<file path="src/rtl/riscv_ctrl_pkg.sv">
// Shared encodings for the multicycle RV32I control path: FSM states, opcodes, datapath select codes.
// Pure declarations; no timing or flow control of its own.
package riscv_ctrl_pkg;

  localparam logic [3:0] S_IDLE     = 4'd0;
  localparam logic [3:0] S_FETCH    = 4'd1;
  localparam logic [3:0] S_DECODE   = 4'd2;
  localparam logic [3:0] S_MEMADR   = 4'd3;
  localparam logic [3:0] S_MEMREAD  = 4'd4;
  localparam logic [3:0] S_MEMWB    = 4'd5;
  localparam logic [3:0] S_MEMWRITE = 4'd6;
  localparam logic [3:0] S_EXECR    = 4'd7;
  localparam logic [3:0] S_EXECI    = 4'd8;
  localparam logic [3:0] S_ALUWB    = 4'd9;
  localparam logic [3:0] S_BEQ      = 4'd10;
  localparam logic [3:0] S_TRAP     = 4'd11;

  localparam logic [6:0] OP_LOAD   = 7'b0000011;
  localparam logic [6:0] OP_STORE  = 7'b0100011;
  localparam logic [6:0] OP_RTYPE  = 7'b0110011;
  localparam logic [6:0] OP_ITYPE  = 7'b0010011;
  localparam logic [6:0] OP_BRANCH = 7'b1100011;

  localparam logic [1:0] IMM_I = 2'b00;
  localparam logic [1:0] IMM_S = 2'b01;
  localparam logic [1:0] IMM_B = 2'b10;

  localparam logic [2:0] ALU_ADD = 3'b000;
  localparam logic [2:0] ALU_SUB = 3'b001;
  localparam logic [2:0] ALU_AND = 3'b010;
  localparam logic [2:0] ALU_OR  = 3'b011;
  localparam logic [2:0] ALU_SLT = 3'b101;

  localparam logic [1:0] ALUOP_ADD = 2'b00;
  localparam logic [1:0] ALUOP_SUB = 2'b01;
  localparam logic [1:0] ALUOP_DEC = 2'b10;

  localparam logic [1:0] SRCA_PC    = 2'b00;
  localparam logic [1:0] SRCA_OLDPC = 2'b01;
  localparam logic [1:0] SRCA_RS1   = 2'b10;

  localparam logic [1:0] SRCB_RS2  = 2'b00;
  localparam logic [1:0] SRCB_IMM  = 2'b01;
  localparam logic [1:0] SRCB_FOUR = 2'b10;

  localparam logic [1:0] RES_ALUOUT    = 2'b00;
  localparam logic [1:0] RES_MEMDATA   = 2'b01;
  localparam logic [1:0] RES_ALURESULT = 2'b10;

  function automatic logic [1:0] imm_src(input logic [6:0] op);
    if (op == OP_STORE)       return IMM_S;
    else if (op == OP_BRANCH) return IMM_B;
    else                      return IMM_I;
  endfunction

endpackage

</file>
<file path="src/rtl/alu_decoder.sv">
// ALU operation decode from ALUOp and instruction function fields.
// Latency: combinational; no flow control.
module alu_decoder
  import riscv_ctrl_pkg::*;
(
  input  logic [1:0] i_alu_op,
  input  logic [2:0] i_funct3,
  input  logic       i_funct7b5,
  input  logic       i_op5,
  output logic [2:0] o_alu_control
);

  always_comb begin
    o_alu_control = ALU_ADD;
    case (i_alu_op)
      ALUOP_SUB: o_alu_control = ALU_SUB;
      ALUOP_DEC: begin
        case (i_funct3)
          // Only R-type (Op[5]=1) uses Funct7b5 to select sub; addi ignores it.
          3'b000:  o_alu_control = (i_op5 && i_funct7b5) ? ALU_SUB : ALU_ADD;
          3'b010:  o_alu_control = ALU_SLT;
          3'b110:  o_alu_control = ALU_OR;
          3'b111:  o_alu_control = ALU_AND;
          default: o_alu_control = ALU_ADD;
        endcase
      end
      default: o_alu_control = ALU_ADD;
    endcase
  end

endmodule

</file>
<file path="src/rtl/multicycle_ctrl.sv">
// Main multicycle RV32I control FSM; outputs combinational from state, 3-5 cycles per instruction.
// Memory backpressure: FETCH, MEMREAD and MEMWRITE hold until MemReady; unsupported opcodes trap until reset.
module multicycle_ctrl
  import riscv_ctrl_pkg::*;
(
  input  logic       clk,
  input  logic       rst_n,
  input  logic [6:0] Op,
  input  logic [2:0] Funct3,
  input  logic       Funct7b5,
  input  logic       Zero,
  input  logic       MemReady,
  output logic [1:0] ImmSrc,
  output logic [2:0] ALUControl,
  output logic [1:0] ALUSrcA,
  output logic [1:0] ALUSrcB,
  output logic [1:0] ResultSrc,
  output logic       AdrSrc,
  output logic       PCWrite,
  output logic       IRWrite,
  output logic       MemWrite,
  output logic       RegWrite,
  output logic       MemReq,
  output logic       Retire,
  output logic       Illegal
);

  logic [3:0] r_state;
  logic [3:0] w_next_state;
  logic [1:0] w_alu_op;

  always_ff @(posedge clk or negedge rst_n) begin
    if (!rst_n) r_state <= S_IDLE;
    else        r_state <= w_next_state;
  end

  alu_decoder u_alu_decoder (
    .i_alu_op      (w_alu_op),
    .i_funct3      (Funct3),
    .i_funct7b5    (Funct7b5),
    .i_op5         (Op[5]),
    .o_alu_control (ALUControl)
  );

  assign ImmSrc = (r_state == S_IDLE) ? IMM_I : imm_src(Op);

  always_comb begin
    w_next_state = r_state;
    w_alu_op     = ALUOP_ADD;
    ALUSrcA      = SRCA_PC;
    ALUSrcB      = SRCB_RS2;
    ResultSrc    = RES_ALUOUT;
    AdrSrc       = 1'b0;
    PCWrite      = 1'b0;
    IRWrite      = 1'b0;
    MemWrite     = 1'b0;
    RegWrite     = 1'b0;
    MemReq       = 1'b0;
    Retire       = 1'b0;
    Illegal      = 1'b0;
    case (r_state)
      S_IDLE: w_next_state = S_FETCH;
      S_FETCH: begin
        MemReq    = 1'b1;
        ALUSrcB   = SRCB_FOUR;
        ResultSrc = RES_ALURESULT;
        IRWrite   = MemReady;
        PCWrite   = MemReady;
        if (MemReady) w_next_state = S_DECODE;
      end
      S_DECODE: begin
        // Precompute the branch target from OldPC while the opcode is decoded.
        ALUSrcA = SRCA_OLDPC;
        ALUSrcB = SRCB_IMM;
        case (Op)
          OP_LOAD, OP_STORE: w_next_state = S_MEMADR;
          OP_RTYPE:          w_next_state = S_EXECR;
          OP_ITYPE:          w_next_state = S_EXECI;
          OP_BRANCH:         w_next_state = S_BEQ;
          default:           w_next_state = S_TRAP;
        endcase
      end
      S_MEMADR: begin
        ALUSrcA      = SRCA_RS1;
        ALUSrcB      = SRCB_IMM;
        w_next_state = Op[5] ? S_MEMWRITE : S_MEMREAD;
      end
      S_MEMREAD: begin
        MemReq = 1'b1;
        AdrSrc = 1'b1;
        if (MemReady) w_next_state = S_MEMWB;
      end
      S_MEMWB: begin
        ResultSrc    = RES_MEMDATA;
        RegWrite     = 1'b1;
        Retire       = 1'b1;
        w_next_state = S_FETCH;
      end
      S_MEMWRITE: begin
        MemReq   = 1'b1;
        AdrSrc   = 1'b1;
        MemWrite = MemReady;
        Retire   = MemReady;
        if (MemReady) w_next_state = S_FETCH;
      end
      S_EXECR: begin
        ALUSrcA      = SRCA_RS1;
        w_alu_op     = ALUOP_DEC;
        w_next_state = S_ALUWB;
      end
      S_EXECI: begin
        ALUSrcA      = SRCA_RS1;
        ALUSrcB      = SRCB_IMM;
        w_alu_op     = ALUOP_DEC;
        w_next_state = S_ALUWB;
      end
      S_ALUWB: begin
        RegWrite     = 1'b1;
        Retire       = 1'b1;
        w_next_state = S_FETCH;
      end
      S_BEQ: begin
        ALUSrcA      = SRCA_RS1;
        w_alu_op     = ALUOP_SUB;
        PCWrite      = Zero;
        Retire       = 1'b1;
        w_next_state = S_FETCH;
      end
      S_TRAP:  Illegal = 1'b1;
      default: w_next_state = S_IDLE;
    endcase
  end

endmodule

</file>
<file path="config.mk">
export PLATFORM = sky130hd
export DESIGN_NAME = multicycle_ctrl
export DESIGN_NICKNAME = d
export VERILOG_FILES = /design/src/rtl/riscv_ctrl_pkg.sv /design/src/rtl/alu_decoder.sv /design/src/rtl/multicycle_ctrl.sv
export SDC_FILE = /design/constraint.sdc
export NUM_CORES = 1
export LEC_CHECK = 0
export CORE_MARGIN = 3
export CORE_UTILIZATION = 41
export CTS_BUF_LIST = sky130_fd_sc_hd__clkbuf_2
export CTS_CLUSTER_DIAMETER = 60
export CTS_CLUSTER_SIZE = 14
export DETAILED_ROUTE_END_ITERATION = 12
export GPL_TIMING_DRIVEN = 0
export PLACE_DENSITY = 0.86
export SETUP_SLACK_MARGIN = 0.02
export SLEW_MARGIN = 25
export SYNTH_ARGS = -nofsm -noshare
export SYNTH_HDL_FRONTEND = slang
export SYNTH_HIERARCHICAL = 1
export SYNTH_SLANG_ARGS = --single-unit
</file>
<file path="constraint.sdc">
create_clock -name clk -period 3.79 [get_ports clk]
set_input_delay 0.758 -clock clk [delete_from_list [all_inputs] [get_ports clk]]
set_output_delay 0.758 -clock clk [all_outputs]
set_load 0.02 [all_outputs]
</file>
==> reports/metrics.yaml, run 1 <==
outcome: "complete, no violations"
layout_common_cells: "clkdlybuf4s50_1, nor2_1, a21oi_1, inv_1, o21ai_0"
fin_crit_sh: 0.914
setup_viol: 0
synth_cells: 85
skew_ps: 7.04
power_frac_clock: 0.072
cts_hold_buf: 0
r2r_setup_slack_ps: 2150
combPwrFrac: 0.799
grt_overflow_total: 0
yosysWarnings: 6
synth_edf_count: 0
cts_resized: 0
p_sw_frac: 0.512
insertion_delay_ps: 230
grt_max_degree: 11
cp-start-kind: "flop"
max_cap_viol_count: 0
cp.required_ps: 3030
wirelength_um: 1770
via_count: 759
syn-cell-area_um2: 578
reg2reg_depth: 3
dpl.hpwl_um: 1390
antenna_cells: 0
fin_crit_ps: 3460
stdcell_area_um2: 941
end_kind: "output port"
viasPerCell: 5.62
seq_power_share: 0.129
fin_cells: 135
cts_tree: "done"
drive_gt1_frac: 0.107
synthArstFlopShare: 1.00
fin_nets: 140
hold_path_class: "flop to flop"
rsz0062_at_grt: "no"
cp_max_fo: 10
max_clock_freq_mhz: 289
largest_register_ffs: 4
finalHoldWorstSlack_ps: 683
setup_tns_ps: 0
core-area_um2: 1220
final_common_cell: "clkdlybuf4s50_1"
p_per_area_nw_per_um2: 629
avgSynthCellArea_um2: 6.80
postRouteAntennaNets: 0
die_height_um: 43.6
setup_slack_ps: 326
h-tree-depth: 1
root_buffer: "clkbuf_2"
track_usage: 0.198
cts_setup_buffers: 0
rows: 12
regMostFlops: "r_state"
drt-initial-drc-count: 35
grt_pass1_vias: 670
worstPathCellList: "clkbuf_1 -> or2_2 -> o22ai_1 -> ha_1 -> nor4b_1 -> clkdlybuf4s50_1"
hold_viol_final: 0
synth.distinct_cells: 33
seq_area_frac_synth: 0.173
cts.clk_slew.worst_paths_ps: 50
critical_path_class: "flop to output port"
top_regs: "r_state x4"
die_area_um2: 1900
worst_ir_drop_vdd_mv: 0.414
grt_pass1_wl_um: 2860
crit_arrival_ps: 2710
whs_path_depth: 2
cts_buffer_depth: 2
cts_buffers: 3
p_leak_nw: 0.382
gp_congestion: 0.809
dp.cells: 132
io_buffers: 33
pin_count: 34
die_w_um: 43.6
dpl_worst_slack_ps: 404
cts_sinks: 4
drc: 0
maxSlewViolCount: 0
area_delta_synth_final_pct: 62.8
p_switching_uw: 303
placed_cell_area_um2: 926
firstDrtPassIters: 4
wl_per_cell_um: 13.1
intPower_uw: 289
initial_core_util: 0.475
antenna_found_initial: 0
worstMarginPinSlew_ps: 358
synth.net_count: 102
synth_seq_cells: 4
synthFlopType: "dfrtp_1"
maxSlewHeadroom: 0.755
crit_path_max_incr_delay_ps: 660
cpMaxStageDelayCell: "clkdlybuf4s50_1"
==> area by class of cell <==
cell class | instances | area, um2
plain buffers | 5 | 27.5
clock buffers | 3 | 15.0
fillers | 93 | 275
inverters | 8 | 30.0
multi-input cells | 68 | 420
flip-flops and latches | 4 | 100
well taps | 14 | 17.5
repair buffers | 33 | 330
==> cell usage after synthesis (2+ instances only) <==
library cell  number  share of area
nor2_1            16           0.10
or2_2              2          0.022
nand2b_1           2          0.022
a21oi_1           10          0.087
o21ai_0            7          0.061
nand2_1            5          0.032
inv_1              8          0.052
clkbuf_1           3          0.019
o22ai_1            2          0.022
ha_1               2          0.043
dfrtp_1            4           0.17
nor3_1             3          0.026
==> kinds of logic after synthesis <==
group,count (synthesis),share of synthesized area
compound gates,28,0.316
buf+inv,13,0.0996
fa+ha+maj,2,0.0433
simple gates,38,0.368
flops,4,0.173
==> power groups by stage <==
stage	logic, mW	clock network [mW]	registers, mW
6_report	0.473	0.0426	0.0762
2_1_floorplan	0.297	0	0.0712
4_1_cts	0.470	0.0448	0.0757
5_1_grt	0.511	0.0494	0.0790
3_3_place_gp	0.463	0	0.0753
3_5_place_dp	0.469	0	0.0762
==> stage by stage <==
step,total power [mW],utilization
floorplan,0.368,-
finish,0.592,0.774
global route,0.639,0.774
global placement,0.538,0.761
detailed placement,0.545,0.761
CTS,0.591,0.774
==> final timing paths <==
check / end / from
max in group asynchronous: r_state[3] / rst_n
setup / recovery: ALUControl[2] / r_state[1]
hold / removal: r_state[3] / r_state[3]
hold reg to reg: r_state[3] / r_state[3]
min in group asynchronous: r_state[1] / rst_n
setup reg to reg: r_state[2] / r_state[0]
==> routing by layer <==
metal	GRT usage	vias up	wire [um]
met3	0.0415	6	184
met4	0.0964	0	33
met5	0	-	0
met1	0.245	328	767
met2	0.320	52	782
li1	-	373	-
==> worst max-delay path: cells and delay by family (launching register included) <==
family / cells / cell delay (ps)
flops: 1 / 390
buf+inv: 2 / 860
fa+ha+maj: 1 / 320
compound gates: 1 / 260
simple gates: 2 / 650
Power figures use the tool's default switching activity.
==> inputs of run 2 (changes only) <==
--- a/config.mk
+++ b/config.mk
@@ -6,16 +6,16 @@
 export NUM_CORES = 1
 export LEC_CHECK = 0
 export CORE_MARGIN = 3
-export CORE_UTILIZATION = 41
+export CORE_UTILIZATION = 42
 export CTS_BUF_LIST = sky130_fd_sc_hd__clkbuf_2
 export CTS_CLUSTER_DIAMETER = 60
 export CTS_CLUSTER_SIZE = 14
 export DETAILED_ROUTE_END_ITERATION = 12
 export GPL_TIMING_DRIVEN = 0
-export PLACE_DENSITY = 0.86
+export PLACE_DENSITY = 0.87
 export SETUP_SLACK_MARGIN = 0.02
 export SLEW_MARGIN = 25
 export SYNTH_ARGS = -nofsm -noshare
 export SYNTH_HDL_FRONTEND = slang
-export SYNTH_HIERARCHICAL = 1
 export SYNTH_SLANG_ARGS = --single-unit
+export TNS_END_PERCENT = 100
==> reports/metrics.yaml, run 2 <==
cts_buffer_depth: 2
seq_area_frac_synth: 0.168
cts_tree: "done"
layout_common_cells: "clkdlybuf4s50_1, nor2_1, a21oi_1, inv_1, nand2b_1"
via_count: 770
drive_gt1_frac: 0.0957
grt_pass1_wl_um: 2900
critical_path_class: "input port to output port"
dpl_worst_slack_ps: 438
dpl.hpwl_um: 1430
maxSlewViolCount: 0
avgSynthCellArea_um2: 7.52
pin_count: 34
syn-cell-area_um2: 594
cp_max_fo: 6
fillers: 96
yosysMostFrequentCell: "nor2_1"
grt_overflow_total: 0
regMostFlops: "r_state"
synthTopCellsByArea: "dfrtp_1, a21oi_1, nand2b_1"
crit_arrival_ps: 2630
cts_setup_buffers: 0
wirelength_um: 1860
drt-initial-drc-count: 10
setup_tns_ps: 0
antenna_cells: 0
fin_nets: 134
insertion_delay_ps: 230
top_regs: "r_state x4"
largest_register_ffs: 4
fin_crit_ps: 3390
maxSlewHeadroom: 0.703
synthArstFlopShare: 1.00
multi_input_area_um2: 433
cp.required_ps: 3030
cts_sinks: 4
max_cap_viol_count: 0
cts_resized: 0
worst_ir_drop_vdd_mv: 0.420
grt_pass1_vias: 700
skew_ps: 10.2
io_buffers: 33
synth_commonest_cells: "nor2_1, a21oi_1, inv_1"
fin_crit_sh: 0.893
yosysWarnings: 0
antenna_found_initial: 0
rsz0062_at_grt: "no"
synthFlopType: "dfrtp_1"
postRouteAntennaNets: 0
cp-start-kind: "input port"
drc: 0
die_height_um: 43.6
h-tree-depth: 1
synth_seq_cells: 4
cts_hold_buf: 0
firstDrtPassIters: 4
hold_viol_final: 0
worstMarginPinSlew_ps: 445
track_usage: 0.198
synth_edf_count: 0
synth_largest_area_cell: "dfrtp_1"
outcome: "complete, no violations"
die_area_um2: 1900
setup_viol: 0
synth_cells: 79
cts_buffers: 3
synth_top_cell_area_share: 0.168
initial_core_util: 0.489
setup_slack_ps: 404
root_buffer: "clkbuf_2"
wl_per_cell_um: 14.4
die_w_um: 43.6
p_per_area_nw_per_um2: 572
viasPerCell: 5.97
gp_congestion: 0.809
synth.distinct_cells: 39
p_leak_nw: 0.378
grt_max_degree: 11
final_common_cell: "clkdlybuf4s50_1"
area_delta_synth_final_pct: 61.1
end_kind: "output port"
hold_path_class: "flop to flop"
cts.clk_slew.worst_paths_ps: 60
synth.net_count: 96
regArea_um2: 100
max_clock_freq_mhz: 295
core-area_um2: 1220
rows: 12
## run 2: cell count changes after synthesis, moves of 2 or more
cell       before  now
nor2_1         16    8
o21ai_0         7    2
a21oi_1        10    7
nand2b_1        2    5
nor2b_1         1    4
a2111oi_1       0    2
clkbuf_1        3    1
inv_1           8    6
nor4b_2         0    2
o32ai_1         0    2
## run 2: kinds of logic after synthesis
kind of cell,share of synthesized area
buffers and inverters,0.103
DFF,0.168
adders and majority gates,0.0421
and+or+nand+nor,0.423
AOI/OAI and AO/OA,0.246
muxes,0.0168
## run 2: final timing paths
check                           start          to  slack, ps  cells after the start
setup / recovery                Op[2]   ImmSrc[0]        400                      4
hold / removal             r_state[0]  r_state[1]        690                      3
setup reg to reg           r_state[2]  r_state[1]       2460                      4
hold reg to reg            r_state[0]  r_state[1]        690                      3
max in group asynchronous       rst_n  r_state[2]       2880                      1
min in group asynchronous       rst_n  r_state[1]        730                      1
## run 2: metrics by stage
step	power [mW]	cell area, um2	hold slack, ps	util	cells
global route	0.581	957	724	0.787	129
floorplan	0.336	594	462	-	79
global placement	0.494	942	685	0.775	126
detailed placement	0.502	942	671	0.775	126
CTS	0.546	957	677	0.787	129
finish	0.548	957	689	0.787	129
## run 2: cell type report
| class | count | share of cell area |
|---|---|---|
| plain buffers | 5 | 0.0405 |
| clock buffers | 3 | 0.0157 |
| inverters | 6 | 0.0235 |
| multi-input cells | 64 | 0.452 |
| flip-flops and latches | 4 | 0.105 |
| well taps | 14 | 0.0183 |
| repair buffers | 33 | 0.345 |
## run 2: metal layers
layer | track usage | wire length [um] | vias up
met4 | 0.0783 | 36 | 0
met1 | 0.233 | 757 | 372
met2 | 0.337 | 910 | 33
met3 | 0.0539 | 152 | 4
met5 | 0 | 0 | -
li1 | - | - | 361
## run 2: report_power, final
part / internal, mW / switching [mW] / leakage (nW)
combinational: 0.203 / 0.226 / 0.315
sequential: 0.0576 / 0.0180 / 0.0507
clock: 0.0213 / 0.0217 / 0.0125
total: 0.282 / 0.265 / 0.378
## run 2: worst max-delay path: stages
cell             delay (ps)
clkdlybuf4s50_1         390
nand4bb_1               340
a2111oi_1               470
clkdlybuf4s50_1         680
==> inputs of run 3 (changes only) <==
--- a/config.mk
+++ b/config.mk
@@ -5,6 +5,7 @@
 export SDC_FILE = /design/constraint.sdc
 export NUM_CORES = 1
 export LEC_CHECK = 0
+export ABC_CLOCK_PERIOD_IN_PS = 3790
 export CORE_MARGIN = 3
 export CORE_UTILIZATION = 42
 export CTS_BUF_LIST = sky130_fd_sc_hd__clkbuf_2
@@ -14,6 +15,7 @@
 export GPL_TIMING_DRIVEN = 0
 export PLACE_DENSITY = 0.87
 export SETUP_SLACK_MARGIN = 0.02
+export SKIP_LAST_GASP = 1
 export SLEW_MARGIN = 25
 export SYNTH_ARGS = -nofsm -noshare
 export SYNTH_HDL_FRONTEND = slang
==> results of run 3 <==
Same layout as run 2: the final DEF is identical, and so are final timing and power.
